==> src/rtl/regfile_pkg.sv <==
// Shared defaults and types for the register file with pending-write scoreboard.
package regfile_pkg;
  localparam int DATA_W_DEF = 32;
  localparam int ADDR_W_DEF = 5;
  localparam int PEND_W_DEF = 2;
  localparam int ZERO_REG   = 0;

  typedef logic [ADDR_W_DEF-1:0] reg_idx_t;
  typedef logic [DATA_W_DEF-1:0] word_t;
endpackage

==> src/rtl/sb_pend_counter.sv <==
// Saturating-free up/down pending-write counter for one register; clr has priority.
module sb_pend_counter #(
  parameter int PEND_W = 2
) (
  input  logic              clk,
  input  logic              clr,
  input  logic              inc,
  input  logic              dec,
  output logic [PEND_W-1:0] cnt,
  output logic              is_zero,
  output logic              is_max
);
  logic [PEND_W-1:0] cnt_q;
  logic [PEND_W-1:0] cnt_d;
  logic              dec_ok;

  // A writeback with nothing pending leaves the count at zero.
  assign dec_ok = dec && (cnt_q != '0);

  always_comb begin
    cnt_d = cnt_q;
    if (clr)                 cnt_d = '0;
    else if (inc && !dec_ok) cnt_d = cnt_q + PEND_W'(1);
    else if (dec_ok && !inc) cnt_d = cnt_q - PEND_W'(1);
  end

  always_ff @(posedge clk) begin
    cnt_q <= cnt_d;
  end

  assign cnt     = cnt_q;
  assign is_zero = (cnt_q == '0);
  assign is_max  = (cnt_q == '1);
endmodule

==> src/rtl/regfile_scoreboard.sv <==
// 2-read/1-write register file with same-cycle bypass and a per-register
// pending-write scoreboard that stalls decode on RAW hazards or counter saturation.
module regfile_scoreboard
  import regfile_pkg::*;
#(
  parameter int DATA_W     = DATA_W_DEF,
  parameter int ADDR_W     = ADDR_W_DEF,
  parameter int PEND_W     = PEND_W_DEF,
  parameter int INIT_INDEX = 1,
  parameter int BYPASS     = 1
) (
  input  logic              clk,
  input  logic              rst,
  input  logic [ADDR_W-1:0] rd_addr1,
  input  logic [ADDR_W-1:0] rd_addr2,
  output logic [DATA_W-1:0] rd_data1,
  output logic [DATA_W-1:0] rd_data2,
  input  logic              wr_en,
  input  logic [ADDR_W-1:0] wr_addr,
  input  logic [DATA_W-1:0] wr_data,
  input  logic              issue_en,
  input  logic [ADDR_W-1:0] issue_dest,
  output logic              stall,
  output logic              pending_any,
  output logic              err_underflow
);
  localparam int NREG = 2 ** ADDR_W;
  localparam logic [ADDR_W-1:0] ZR = ADDR_W'(ZERO_REG);

  logic [DATA_W-1:0] mem_q [NREG];
  logic [DATA_W-1:0] mem_d [NREG];
  logic [PEND_W-1:0] cnt   [NREG];
  logic [NREG-1:0]   is_zero;
  logic [NREG-1:0]   is_max;
  logic              err_underflow_q, err_underflow_d;
  logic              wr_live, haz1, haz2, sat, fire;

  assign wr_live = wr_en && (wr_addr != ZR);

  always_comb begin
    mem_d = mem_q;
    if (rst) begin
      for (int i = 0; i < NREG; i++)
        mem_d[i] = (INIT_INDEX != 0) ? DATA_W'(i) : '0;
    end else if (wr_live) begin
      mem_d[wr_addr] = wr_data;
    end
  end

  always_ff @(posedge clk) begin
    mem_q <= mem_d;
  end

  always_comb begin
    rd_data1 = mem_q[rd_addr1];
    if (rd_addr1 == ZR)                                  rd_data1 = '0;
    else if ((BYPASS != 0) && wr_en && wr_addr == rd_addr1) rd_data1 = wr_data;
    rd_data2 = mem_q[rd_addr2];
    if (rd_addr2 == ZR)                                  rd_data2 = '0;
    else if ((BYPASS != 0) && wr_en && wr_addr == rd_addr2) rd_data2 = wr_data;
  end

  // A source is released early when its last outstanding write lands this cycle.
  always_comb begin
    haz1 = (rd_addr1 != ZR) && !is_zero[rd_addr1] &&
           !((BYPASS != 0) && wr_en && wr_addr == rd_addr1 && cnt[rd_addr1] == PEND_W'(1));
    haz2 = (rd_addr2 != ZR) && !is_zero[rd_addr2] &&
           !((BYPASS != 0) && wr_en && wr_addr == rd_addr2 && cnt[rd_addr2] == PEND_W'(1));
    sat  = (issue_dest != ZR) && is_max[issue_dest] &&
           !(wr_en && wr_addr == issue_dest);
    stall = issue_en && (haz1 || haz2 || sat);
    fire  = issue_en && !stall;
  end

  assign cnt[0]     = '0;
  assign is_zero[0] = 1'b1;
  assign is_max[0]  = 1'b0;

  for (genvar r = 1; r < NREG; r++) begin : g_cnt
    sb_pend_counter #(.PEND_W(PEND_W)) u_cnt (
      .clk     (clk),
      .clr     (rst),
      .inc     (fire && issue_dest == ADDR_W'(r)),
      .dec     (wr_en && wr_addr == ADDR_W'(r)),
      .cnt     (cnt[r]),
      .is_zero (is_zero[r]),
      .is_max  (is_max[r])
    );
  end

  assign pending_any = ~&is_zero;

  always_comb begin
    err_underflow_d = err_underflow_q || (wr_live && is_zero[wr_addr]);
    if (rst) err_underflow_d = 1'b0;
  end

  always_ff @(posedge clk) begin
    err_underflow_q <= err_underflow_d;
  end

  assign err_underflow = err_underflow_q;
endmodule

==> config.mk <==
export PLATFORM = sky130hd
export DESIGN_NAME = regfile_scoreboard
export DESIGN_NICKNAME = d
export VERILOG_FILES = /design/src/rtl/regfile_pkg.sv /design/src/rtl/sb_pend_counter.sv /design/src/rtl/regfile_scoreboard.sv
export SDC_FILE = /design/constraint.sdc
export NUM_CORES = 2
export LEC_CHECK = 0
export CAP_MARGIN = 0
export CORE_UTILIZATION = 55
export DETAILED_ROUTE_END_ITERATION = 16
export GPL_TIMING_DRIVEN = 0
export PLACE_DENSITY = 0.71
export SYNTH_ARGS = -nofsm -noshare
export SYNTH_HDL_FRONTEND = slang
export SYNTH_SLANG_ARGS = --single-unit
==> constraint.sdc <==
create_clock -name clk -period 8.33 [get_ports clk]
set_input_delay 0.833 -clock clk [delete_from_list [all_inputs] [get_ports clk]]
set_output_delay 0.833 -clock clk [all_outputs]
set_load 0.05 [all_outputs]
Word level (Yosys, flattened, before mapping)
Cells that the tools add are included.
{ "totals": {"elab_cells": 667, "regBits": 1087, "input_bits": 56, "out_inout_bits": 67} }
{ "classes": {"bitwise": 3, "reduce_logical": 343, "n_mux": 89, "magnitude_cmp": 8, "n_addsub": 62, "eq_ne": 98} }
{ "op_table": {"columns": ["op", "n"], "rows": [
  ["$bwmux 1024", 1],
  ["$bmux 32 s5", 2],
  ["$mux 32", 9],
  ["$logic_and 1x1->1", 171],
  ["$demux 32 s5", 1],
  ["$eq 5x5->1 const B", 32],
  ["$mux 2", 66],
  ["$reduce_bool 2->1", 62],
  ["$eq 5x4->1 const B", 16],
  ["$logic_not 1->1", 69],
  ["$add 2x1->2 const B", 31],
  ["$eq 2x2->1 const B", 31],
  ["$logic_not 2->1", 31],
  ["$sub 2x1->2 const B", 31],
  ["$eq 5x3->1 const B", 8],
  ["$reduce_and 31->1", 1],
  ["$lt 5x6->1 const B", 4],
  ["$bmux 1 s5", 4],
  ["$bmux 2 s5", 2],
  ["$eq 5x2->1 const B", 4],
  ["$reduce_bool 5->1", 4],
  ["$ge 6x6->1 const B", 3],
  ["$not 5->6", 3],
  ["$eq 5x5->1", 3],
  ["other kinds (6)", 14]
]} }

Logic depth before layout (Yosys ltp)
{ "depth": {"word_depth": 18, "ltp_mapped": 15} }

Hierarchy
A second synthesis with hierarchy kept.
{ "hier_totals": {"hier_cells": 6216, "hier_area_um2": 57557.7} }
{ "modules_own_cells": {"columns": ["mod", "instances", "seq_area_each_um2", "area_each_um2", "cells_each"], "rows": [
  ["regfile_scoreboard", 1, 20519.7, 54260.8, 5844],
  ["sb_pend_counter", 31, 40.0, 106.4, 12]
]} }

Worst setup path before layout
No wires, ideal clock.
{ "synth_timing": {"kind": "input to output", "startpoint": "in rd_addr1[1]", "endpoint": "out rd_data1[10]", "arrival_ns": 3.635, "t_required_ns": 7.497, "path_slack_ns": 3.862, "cell_stages": 8, "n_path_buf": 4, "path_cell_list": "buf_2 buf_2 clkbuf_1 clkbuf_1 mux4_2 mux4_2 mux2i_1 a211oi_1"} }
{ "synth_via": {"elab_chain_cells": 6, "word_cells_on_any_way": 9, "cone_classes": "eq/ne (1); mux (5); bitwise (1); reduce/logical (2)"} }
{ "synth_lines": {"columns": ["item", "line_no", "text"], "rows": [
  ["from (decl)", "regfile_scoreboard.sv:14", "input logic [ADDR_W-1:0] rd_addr1,"],
  ["$not 5->6 (implied by the code)", "regfile_scoreboard.sv:55", "rd_data1 = mem_q[rd_addr1];"],
  ["$bmux 32 s5", "regfile_scoreboard.sv:55", null],
  ["$mux 32 (implied by the code) (2 in a row)", "regfile_scoreboard.sv:55", null],
  ["$mux 32", "regfile_scoreboard.sv:57", "else if ((BYPASS != 0) && wr_en && wr_addr == rd_addr1) rd_data1 = wr_data;"],
  ["$mux 32 *", "regfile_scoreboard.sv:56", "if (rd_addr1 == ZR) rd_data1 = '0;"],
  ["to (decl)", "regfile_scoreboard.sv:16", "output logic [DATA_W-1:0] rd_data1,"]
]} }
Every way passes the cells marked *; elsewhere a longest branch is shown, timed or not. The select of a mux whose other input is x is not followed.

Final worst setup path
{ "layout_timing": {"startpoint": "in rd_addr1[3]", "endpoint": "out rd_data1[22]"} }
The elaborated chain is that of the path after synthesis.

==> results_dict.tcl <==
set metrics [dict create \
    run_status "finished with violations" \
    violations "capacitance limit, slew limit" \
    syn_avg_cell_area_sq_um 9.20 \
    first_global_vias 50600 \
    synthCells 6270 \
    combPwrFrac 0.103 \
    antenna_found_initial 18 \
    post_dp_cell_area_sq_um 60200 \
    cp_max_fo 10 \
    vias 54800 \
    max-vdd-ir-drop_v 0.000177 \
    clock_skew_ns 0.0142 \
    post_drt_via_cell_ratio 6.89 \
    fin_ws_ns 0.478 \
    drtIter0Drc 9020 \
    coreArea_sq_um 104000 \
    seqPwrFrac 0.433 \
    power_density_nw_per_um2 189 \
    cp_slowest_cell "clkbuf_1" \
    clkSinkCount 1087 \
    fin_crit_sh 0.943 \
    dp_hpwl_um 194000 \
    synth-seq-cells 1087 \
    cp_data_arrival_time_ns 7.02 \
    syn-cell-area_sq_um 57700 \
    gr-total-overflow 0 \
    nNetsFinal 6552 \
    startpoint_type "input port" \
    intPower_mw 8.90 \
    root_buffer "clkbuf_16" \
    cp_num_buf_inv 5 \
    wire_per_inst_um 32.2 \
    cts.htree.levels 3 \
    setup_viol 0 \
    synthToLayoutAreaGrowth_pct 11.5 \
    clock.fmax_ghz 0.127 \
    grt_max_degree 17 \
    synth_edf_count 0 \
    postLayoutCellArea_sq_um 64400 \
    die_y_um 326 \
    cap_violations 4 \
    slew_viol_final 44 \
    synthArstFlopShare 0 \
    cts_setup_buffers 0 \
    drc 0 \
    fin_crit_ns 7.85 \
    rows 118 \
    layout_common_cells "2044 x nand2_1, 1087 x dfxtp_1, 959 x a21oi_1" \
    rsz0062_at_grt "false" \
    grtUsageTotal 0.473 \
    critPathMaxStageDelay_ns 1.27 \
    hold_violations 0 \
    ctsHoldBuffers 0 \
    numPortBuffers 75 \
    cts_tree "built" \
    cp_common_cell "clkbuf_1" \
    p_sw_mw 3.28 \
    max_slew.worst_pin.slew_ns 1.68 \
    drive_gt1_frac 0.150 \
    leakage_nw 20.9 \
    crit_required_ns 7.50 \
    cts-buffers-inserted 117 \
    multi_input_area_sq_um 33200 \
    relSlewSlack -0.120 \
    detail_route.first_pass.iterations 6 \
    setup-tns-final_ns 0 \
    die_area_sq_um 106000 \
    die_x_um 326 \
    ant_nets 0 \
    ys.flop_type "dfxtp_1" \
    start_util 0.556 \
    path_cells "clkbuf_1 > clkbuf_1 > clkbuf_1 > clkbuf_1 > mux4_2 > mux2i_1 > a211oi_1 > clkdlybuf4s50_1" \
    cts_resized 0 \
    syn_nets 6357 \
    seq_area_frac_synth 0.377 \
    cp-end-kind "output pin" \
    path_clk_slew_ns 0.06 \
    seqCellArea_sq_um 21800 \
    layout_commonest_cell "nand2_1" \
    critical_path_class "in -> out" \
    cts_buffer_depth 3 \
    p_clk_frac 0.464 \
    routed_wl_um 256000 \
    num_io_pins 123 \
    insertion_delay_ns 0.73 \
    routabilityCongestion 1.08 \
    min_path_type "in -> reg" \
    n_fill_cell 8927 \
    place_ws_ns 1.20 \
    ys_types 65 \
    power.share.switching 0.269 \
    ys_warn_count 0 \
    fin_util 0.620 \
    cp_top_family "buffers and inverters" \
    grt_pass1_wl_um 359000 \
]
-- layout make-up --
cell class / instances / area share
multi-input cells: 4505 / 0.517
plain buffers: 665 / 0.0413
flip-flops and latches: 1087 / 0.338
diodes: 7 / 0.000272
clock inverters: 38 / 0.00939
clock buffers: 178 / 0.0549
well taps: 1380 / 0.0268
repair buffers: 76 / 0.0118
inverters: 13 / 0.000758
-- worst reg2reg max path: cells and delay by family (launching register included) --
kind | cells | cell delay (ns)
flip-flops | 1 | 0.52
buffers and inverters | 1 | 0.28
multiplexers | 2 | 0.77
AO/OA/AOI/OAI | 2 | 0.40
AND/OR/NAND/NOR | 5 | 1.41
adder cells (fa/ha/maj) | 1 | 0.32
-- metrics by stage --
stage	hold WS [ns]	std cells	total power, mW
finish	0.388	7949	12.2
global route	0.428	7943	12.4
CTS	0.376	7942	12.1
detailed placement	0.447	7726	6.57
global placement	0.440	7725	6.56
floorplan	0.443	6270	6.07
-- flip-flops by register name, summed over array words and instances (netlist names) --
| signal | count |
|---|---|
| err_underflow | 1 |
| g_cnt.u_cnt.cnt | 62 |
| mem_q | 1024 |
-- Yosys cell counts, drive strengths merged (2+ instances only) --
master | count | area share
nand2 | 2044 | 0.13
dfxtp | 1087 | 0.38
a21oi | 959 | 0.083
mux4 | 667 | 0.26
clkbuf | 552 | 0.036
nor2 | 171 | 0.011
buf | 113 | 0.0094
nand3b | 88 | 0.011
o21ai | 72 | 0.0062
a211oi | 70 | 0.0091
mux2i | 70 | 0.012
xor2 | 70 | 0.011
nor2b | 49 | 0.0053
nor3 | 40 | 0.0048
or3 | 32 | 0.0035
ha | 31 | 0.0067
nand2b | 19 | 0.0021
inv | 13 | 0.00085
nand3 | 13 | 0.0011
nand4 | 12 | 0.0014
nor3b | 9 | 0.0012
a311oi | 8 | 0.0012
and2 | 7 | 0.00076
mux2 | 7 | 0.0014
nor4 | 7 | 0.00087
xnor2 | 7 | 0.0011
a221oi | 5 | 0.00076
a31oi | 5 | 0.00054
and3b | 5 | 0.00076
or2 | 4 | 0.00043
o211ai | 3 | 0.00039
o221ai | 3 | 0.00046
nor4b | 2 | 0.00030
o2111a | 2 | 0.00039
o2111ai | 2 | 0.00030
o22ai | 2 | 0.00022
o311a | 2 | 0.00035
o311ai | 2 | 0.00030
or4 | 2 | 0.00026
-- per-layer routing --
layer | global-route usage | vias up | share of wire | routed length (um)
li1 | - | 22400 | - | -
met1 | 0.607 | 26700 | 0.35 | 89000
met2 | 0.665 | 4602 | 0.42 | 106000
met3 | 0.145 | 997 | 0.14 | 36400
met4 | 0.363 | 18 | 0.093 | 23700
met5 | 0.0124 | - | 0.0011 | 275
-- cell families (layout without fill, tap and decap cells) --
| family | count (synthesis) | in the layout | share of synthesized area |
|---|---|---|---|
| and+or+nand+nor | 2507 | 2507 | 0.179 |
| AOI/OAI and AO/OA | 1146 | 1146 | 0.105 |
| DFF | 1087 | 1087 | 0.377 |
| muxes | 744 | 744 | 0.274 |
| buffers and inverters | 678 | 970 | 0.0466 |
| xor gates and xnor gates | 77 | 77 | 0.0117 |
| adders and majority gates | 31 | 31 | 0.00672 |
| other | 0 | 7 | 0 |
-- worst paths after layout --
kind | end | slack (ns) | cells past startpoint | startpoint
max | rd_data1[22] | 0.48 | 8 | rd_addr1[3]
min | mem_q[309] | 0.39 | 3 | wr_data[21]
max reg2reg | g_cnt[31].u_cnt.cnt[1] | 4.54 | 11 | g_cnt[29].u_cnt.cnt[0]
min reg2reg | err_underflow | 0.45 | 2 | err_underflow
-- power by group through the flow --
stage               Combinational, mW  Sequential (mW)  Clock (mW)
floorplan                       0.700             5.37           0
global placement                 1.18             5.38           0
detailed placement               1.19             5.38           0
CTS                              1.19             5.27        5.61
global route                     1.26             5.27        5.82
finish                           1.26             5.27        5.66
Note: power is estimated with default switching activity, not from simulation.
